==> config.mk <==
export PLATFORM = sky130hd
export DESIGN_NAME = skid_register
export DESIGN_NICKNAME = d
export VERILOG_FILES = /design/src/rtl/pipe_pkg.sv /design/src/rtl/regn.sv /design/src/rtl/skid_register.sv
export SDC_FILE = /design/constraint.sdc
export NUM_CORES = 1
export LEC_CHECK = 0
export CORE_MARGIN = 1
export CORE_UTILIZATION = 40
export CTS_BUF_LIST = sky130_fd_sc_hd__clkbuf_4 sky130_fd_sc_hd__clkbuf_8
export CTS_CLUSTER_SIZE = 14
export DETAILED_ROUTE_END_ITERATION = 6
export GPL_TIMING_DRIVEN = 1
export PLACE_DENSITY_LB_ADDON = 0.1
export RECOVER_POWER = 25
export SYNTH_ARGS = -nofsm -noshare
export SYNTH_HDL_FRONTEND = slang
export SYNTH_SLANG_ARGS = --single-unit
export TNS_END_PERCENT = 5
==> constraint.sdc <==
create_clock -name clock -period 4.3 [get_ports clock]
set_input_delay 0.86 -clock clock [delete_from_list [all_inputs] [get_ports clock]]
set_output_delay 0.86 -clock clock [all_outputs]
set_load 0.005 [all_outputs]
==> src/rtl/pipe_pkg.sv <==
// Shared definitions for the pipeline register family: default word width,
// occupancy codes and the skid register state encoding.
package pipe_pkg;

    localparam int WORD_WIDTH = 32;

    localparam logic [1:0] OCC_EMPTY = 2'd0;
    localparam logic [1:0] OCC_ONE   = 2'd1;
    localparam logic [1:0] OCC_TWO   = 2'd2;

    // State bits are {skid valid, main valid}, so each bit doubles as a valid flag.
    typedef enum logic [1:0] {
        EMPTY = 2'b00,
        ONE   = 2'b01,
        TWO   = 2'b11
    } skidState_e;

    function automatic logic [1:0] occOf(input skidState_e s);
        logic [1:0] occ;
        occ = OCC_EMPTY;
        case (s)
            EMPTY:   occ = OCC_EMPTY;
            ONE:     occ = OCC_ONE;
            TWO:     occ = OCC_TWO;
            default: occ = OCC_EMPTY;
        endcase
        return occ;
    endfunction

endpackage

==> src/rtl/regn.sv <==
// Enable register with synchronous clear to a parameterised reset value.
module regn
    import pipe_pkg::*;
#(
    parameter int               WIDTH       = WORD_WIDTH,
    parameter logic [WIDTH-1:0] RESET_VALUE = '0
) (
    input  logic             clock,
    input  logic             clr,
    input  logic             en,
    input  logic [WIDTH-1:0] d,
    output logic [WIDTH-1:0] q
);

    always_ff @(posedge clock) begin
        if (clr) begin
            q <= RESET_VALUE;
        end else if (en) begin
            q <= d;
        end
    end

endmodule

==> src/rtl/skid_register.sv <==
// Ready/valid pipeline register with a one-entry skid buffer so that in_ready
// can come straight from a flop while still sustaining one word per cycle.
module skid_register
    import pipe_pkg::*;
#(
    parameter int               WIDTH       = WORD_WIDTH,
    parameter logic [WIDTH-1:0] RESET_VALUE = '0
) (
    input  logic             clock,
    input  logic             clr,
    input  logic             ctrl_flush,
    input  logic             in_valid,
    output logic             in_ready,
    input  logic [WIDTH-1:0] in_data,
    output logic             out_valid,
    input  logic             out_ready,
    output logic [WIDTH-1:0] out_data,
    output logic [1:0]       occupancy
);

    skidState_e state;
    skidState_e nextState;

    logic             mainV;
    logic             skidV;
    logic             accept;
    logic             consume;
    logic             mainLoad;
    logic             mainFromSkid;
    logic             skidLoad;
    logic             mainEn;
    logic             skidEn;
    logic [WIDTH-1:0] mainD;
    logic [WIDTH-1:0] mainData;
    logic [WIDTH-1:0] skidData;

    assign mainV   = state[0];
    assign skidV   = state[1];
    assign accept  = in_valid && in_ready;
    assign consume = out_valid && out_ready;

    // clr wins over flush; both return to EMPTY but only clr touches the data.
    always_ff @(posedge clock) begin
        if (clr) begin
            state <= EMPTY;
        end else if (ctrl_flush) begin
            state <= EMPTY;
        end else begin
            state <= nextState;
        end
    end

    always_comb begin
        nextState    = state;
        mainLoad     = 1'b0;
        mainFromSkid = 1'b0;
        skidLoad     = 1'b0;
        case (state)
            EMPTY: begin
                if (accept) begin
                    nextState = ONE;
                    mainLoad  = 1'b1;
                end
            end
            ONE: begin
                if (accept && consume) begin
                    mainLoad = 1'b1;
                end else if (accept) begin
                    nextState = TWO;
                    skidLoad  = 1'b1;
                end else if (consume) begin
                    nextState = EMPTY;
                end
            end
            TWO: begin
                if (consume) begin
                    nextState    = ONE;
                    mainLoad     = 1'b1;
                    mainFromSkid = 1'b1;
                end
            end
            default: begin
                nextState = EMPTY;
            end
        endcase
    end

    // A flushed cycle must leave both data registers untouched.
    assign mainEn = mainLoad && !ctrl_flush;
    assign skidEn = skidLoad && !ctrl_flush;
    assign mainD  = mainFromSkid ? skidData : in_data;

    regn #(
        .WIDTH       (WIDTH),
        .RESET_VALUE (RESET_VALUE)
    ) mainReg (
        .clock (clock),
        .clr   (clr),
        .en    (mainEn),
        .d     (mainD),
        .q     (mainData)
    );

    regn #(
        .WIDTH       (WIDTH),
        .RESET_VALUE (RESET_VALUE)
    ) skidReg (
        .clock (clock),
        .clr   (clr),
        .en    (skidEn),
        .d     (in_data),
        .q     (skidData)
    );

    assign in_ready  = !skidV;
    assign out_valid = mainV;
    assign out_data  = mainData;
    assign occupancy = occOf(state);

endmodule

## Word-level counts from Yosys, hierarchy flattened

Index checks and enable logic that the tools add are counted.

| cells by class | value |
|---|---|
| eq/ne operators | 6 |
| muxes and demuxes | 15 |
| reduce and logical (&&, ||, !) cells | 10 |

Operators with widths:

| kind | count |
|---|---|
| $mux 32 | 1 |
| $mux 2 | 5 |
| $mux 1 | 6 |
| $ne 2x2->1 const B | 3 |
| $pmux 2 s3 | 1 |
| $logic_and 1x1->1 | 5 |
| $pmux 2 s2 | 1 |
| $reduce_and 4->1 | 1 |
| $ne 3x3->1 const B | 1 |
| $pmux 1 s3 | 1 |
| $eq 2x1->1 const B | 1 |
| $eq 2x2->1 const B | 1 |
| $logic_not 1->1 | 2 |
| $logic_not 2->1 | 1 |
| $reduce_or 2->1 | 1 |

| word-level totals | value |
|---|---|
| register bits after elaboration | 66 |
| input port bits | 37 |
| output and inout bits | 36 |

## Longest topological paths before layout

| logic depth | value |
|---|---|
| word-level depth | 6 |
| mapped depth | 8 |
| mapped depth without buffers | 6 |

## Hierarchy

Synthesis repeated with hierarchy kept, for this count alone.

| second synthesis, totals | value |
|---|---|
| cell total of the unflattened synthesis | 269 |
| area total of the unflattened synthesis | 3,064.2 sq um |

Modules (own cells, without submodules):

| module | times used | cells each | area an instance (sq um) |
|---|---|---|---|
| regn | 2 | 103 | 1,163.6 |
| skid_register | 1 | 63 | 737.0 |

## Worst setup path after synthesis

Ideal clock, no wire load.

| timing | value |
|---|---|
| path type | input -> register |
| start | in out_ready |
| end | reg skidReg.q[10] |
| arrival time | 1,725 ps |
| required time | 4,168 ps |
| slack | 2,442 ps |
| stages on the path | 6 |
| buffers on the path | 2 |
| path through | and2_1 or3_1 buf_2 buf_6 nand2_1 a21oi_1 |

| between the ends | value |
|---|---|
| cells in the longest elaborated chain, start to end | 5 |

RTL lines:

| element | RTL line | text |
|---|---|---|
| start: declaration | skid_register.sv:16 | `input logic out_ready,` |
| $logic_and 1x1->1 | skid_register.sv:40 | `assign consume = out_valid && out_ready;` |
| $logic_and 1x1->1 | skid_register.sv:66 | `if (accept && consume) begin` |
| $mux 1 | skid_register.sv:66 |  |
| $mux 1 | skid_register.sv:58 | `case (state)` |
| $logic_and 1x1->1 | skid_register.sv:90 | `assign skidEn = skidLoad && !ctrl_flush;` |
| end signal: assignment | regn.sv:17 | `q <= RESET_VALUE;` |
| end signal: assignment | regn.sv:19 | `q <= d;` |
| end: declaration | regn.sv:12 | `output logic [WIDTH-1:0] q` |

No other way between the ends.
A chain may end at the register's enable or synchronous reset.

## Worst setup path after layout

| timing | value |
|---|---|
| start | in in_valid |
| end | reg mainReg.q[9] |

| between the ends | value |
|---|---|
| cells in the longest elaborated chain, start to end | 5 |

RTL lines:

| element | RTL line | text |
|---|---|---|
| start: declaration | skid_register.sv:12 | `input logic in_valid,` |
| $logic_and 1x1->1 (*) | skid_register.sv:39 | `assign accept = in_valid && in_ready;` |
| $logic_and 1x1->1 | skid_register.sv:66 |  |
| $mux 1 | skid_register.sv:66 |  |
| $pmux 1 s3 (*) | skid_register.sv:58 |  |
| $logic_and 1x1->1 (*) | skid_register.sv:89 | `assign mainEn = mainLoad && !ctrl_flush;` |
| end signal: assignment | regn.sv:17 |  |
| end signal: assignment | regn.sv:19 |  |
| end: declaration | regn.sv:12 |  |

Every way passes the cells marked *; elsewhere a longest branch is shown, timed or not.

==> results.yml <==
outcome:
  outcome: "complete, no violations"
global_route:
  grt-ovfl-total: 0
  grt_max_degree: 36
  grt.total_usage: 0.185
  antenna_found_initial: 0
  grt_pass1_wl_um: 11000
  grt_pass1_vias: 2265
final_layout:
  post-route-util: 0.538
  final_common_cell: "nand2_1"
  n_antenna_cell: 0
  regArea_mm2: 0.00132
  area_growth_pct: 30.3
  finalInstanceArea_mm2: 0.00390
  nets: 417
  multi_input_area_mm2: 0.00149
  drive_above_1_share: 0.150
  n_fill_cell: 706
  most-common-layout-cells: "68 x nand2_1, 66 x a21oi_1, 66 x dfxtp_1"
  stdcell_count: 478
setup_path:
  critPathMaxStageDelay_ns: 0.78
  crit_chain: "dlygate4sd3_1, nand3b_1, o211ai_4, and2_2, a211oi_1"
  crit_family: "simple AND/OR/NAND/NOR gates"
  cp.required_ns: 4.46
  rrSetupSlack_ns: 1.86
  crit_slowest_cell: "and2_2"
  cp_max_fo: 32
  path_class: "in -> reg"
  endpoint_kind: "register"
  critPathBufInv: 1
  worstPathArrival_ns: 2.88
  worst_setup_path_start_kind: "input port"
  r2r_end: "mainReg.q[9]"
  reg2reg_depth: 6
  timing.rr.start: "state[0]"
die:
  die_x_um: 88.5
  dieArea_mm2: 0.00783
  fp-row-count: 31
  initial_core_util: 0.412
  die_y_um: 88.5
  ios: 73
  coreArea_mm2: 0.00725
sta:
  setup_viol: 0
  timing.final.max_slew_violations: 0
  rsz0062_at_grt: "false"
  hold_ws_ns: 0.453
  fmax_mhz: 368
  tightest_slew_ns: 0.917
  max-slew-margin-rel: 0.389
  finalWorstSetupSlack_ns: 1.59
  hold_viol: 0
  timing.setup.tns_ns: 0
  worst_clock_skew_ns: 0.00818
  period_share: 0.631
  post-route-min-period_ns: 2.71
detailed_routing:
  wl_per_cell_um: 14.4
  num_vias: 2398
  via_per_inst: 5.02
  drt_iter0_markers: 135
  wirelength_um: 6880
  ant_nets: 0
  dr.pass1.iters: 4
  drc: 0
hold_path:
  whs_endpoint: "skidReg.q[7]"
  min_path_cells: 2
  hold_start: "skidReg.q[7]"
  holdCritPathClass: "reg -> reg"
cts:
  ctsResizeCount: 0
  cts_hold_buf: 0
  cts-root-buf: "clkbuf_8"
  clk_latency_ns: 0.33
  cts_tree: "built"
  postCtsSetupBuffers: 0
  numCtsBuffers: 9
  cts_buffer_depth: 2
  htree_levels: 3
  clock_sinks: 66
  path_clk_slew_ns: 0.07
logic_synthesis:
  syn_avg_cell_area_um2: 9.53
  synth_edf_count: 0
  ys_ff_latch: 66
  synth_cell_types: 22
  syn_nets: 355
  async_reset_ff_frac: 0
  ys.flop_type: "dfxtp_1"
  yosys_warnings: 0
  synth_area_mm2: 0.00299
  synthCells: 314
  synth_seq_area_share: 0.442
place:
  dp_hpwl_um: 4160
  dpl.cell_count: 464
  place_area_mm2: 0.00372
  gp_congestion: 0.740
  dp_slack_ns: 1.26
  io_buffers: 72
power:
  vdd_drop_max_v: 0.000167
  p_leak_nw: 1.57
  total_power_mw: 1.37
  p_per_area_mw_per_mm2: 352
run:
  cap_viol_max_count: 0
==> registers in the layout, indices dropped and copies added, names as in the netlist <==
register and flops:
skidReg.q 32, state 2, mainReg.q 32
==> logic make-up (layout without fill, tap and decap cells) <==
group                      count (synthesis)  after routing  share of synthesized area
muxes                                     34             34                      0.114
DFF                                       66             66                      0.442
adders and majority gates                  4              4                     0.0167
and+or+nand+nor                           81             81                      0.119
buffers and inverters                     29             94                     0.0581
AOI/OAI and AO/OA                        100            100                      0.251
==> tightest hold or removal path, stage by stage (launching register included) <==
cell and delay (ns):
dfxtp_1 0.31, nand2_1 0.05, a21oi_1 0.05
==> power breakdown <==
| part | internal (mW) | switching, mW |
|---|---|---|
| Combinational | 0.104 | 0.0967 |
| Sequential | 0.640 | 0.0173 |
| Clock | 0.291 | 0.222 |
| Total | 1.04 | 0.336 |
==> metal layers <==
| layer | part of all wire | vias up | global-route usage |
|---|---|---|---|
| met2 | 0.47 | 47 | 0.306 |
| li1 | - | 1221 | - |
| met4 | 0.012 | 0 | 0.0748 |
| met5 | 0 | - | 0 |
| met3 | 0.039 | 8 | 0.0364 |
| met1 | 0.48 | 1122 | 0.237 |
==> area by class of cell <==
class | instances | area share
flip-flops and latches | 66 | 0.339
clock buffers | 11 | 0.0388
repair buffers | 78 | 0.195
inverters | 2 | 0.00193
multi-input cells | 219 | 0.383
clock inverters | 3 | 0.0103
well taps | 99 | 0.0318
==> Yosys cell counts (2+ instances only) <==
master	instances	area [um^2]
a211oi_1	2	15.0
a211oi_2	30	375
a21oi_1	66	330
and2_1	3	18.8
buf_2	10	50.1
buf_6	7	78.8
clkbuf_1	10	37.5
dfxtp_1	66	1320
ha_1	4	50.1
inv_1	2	7.51
mux2i_1	34	340
nand2_1	68	255
nand3b_1	2	15.0
nor2_1	2	7.51
==> how the worst max path moves through the flow <==
stage / start / endpoint / slack, ns / depth (start not counted)
3_5_place_dp: ctrl_flush / mainReg.q[9] / 1.26 / 5
2_1_floorplan: out_ready / skidReg.q[10] / 2.44 / 6
3_3_place_gp: ctrl_flush / mainReg.q[8] / 1.30 / 5
6_report: in_valid / mainReg.q[9] / 1.59 / 5
5_1_grt: in_valid / mainReg.q[8] / 1.45 / 5
4_1_cts: ctrl_flush / mainReg.q[9] / 1.64 / 5
No activity file was read; power rests on OpenSTA's default activity.
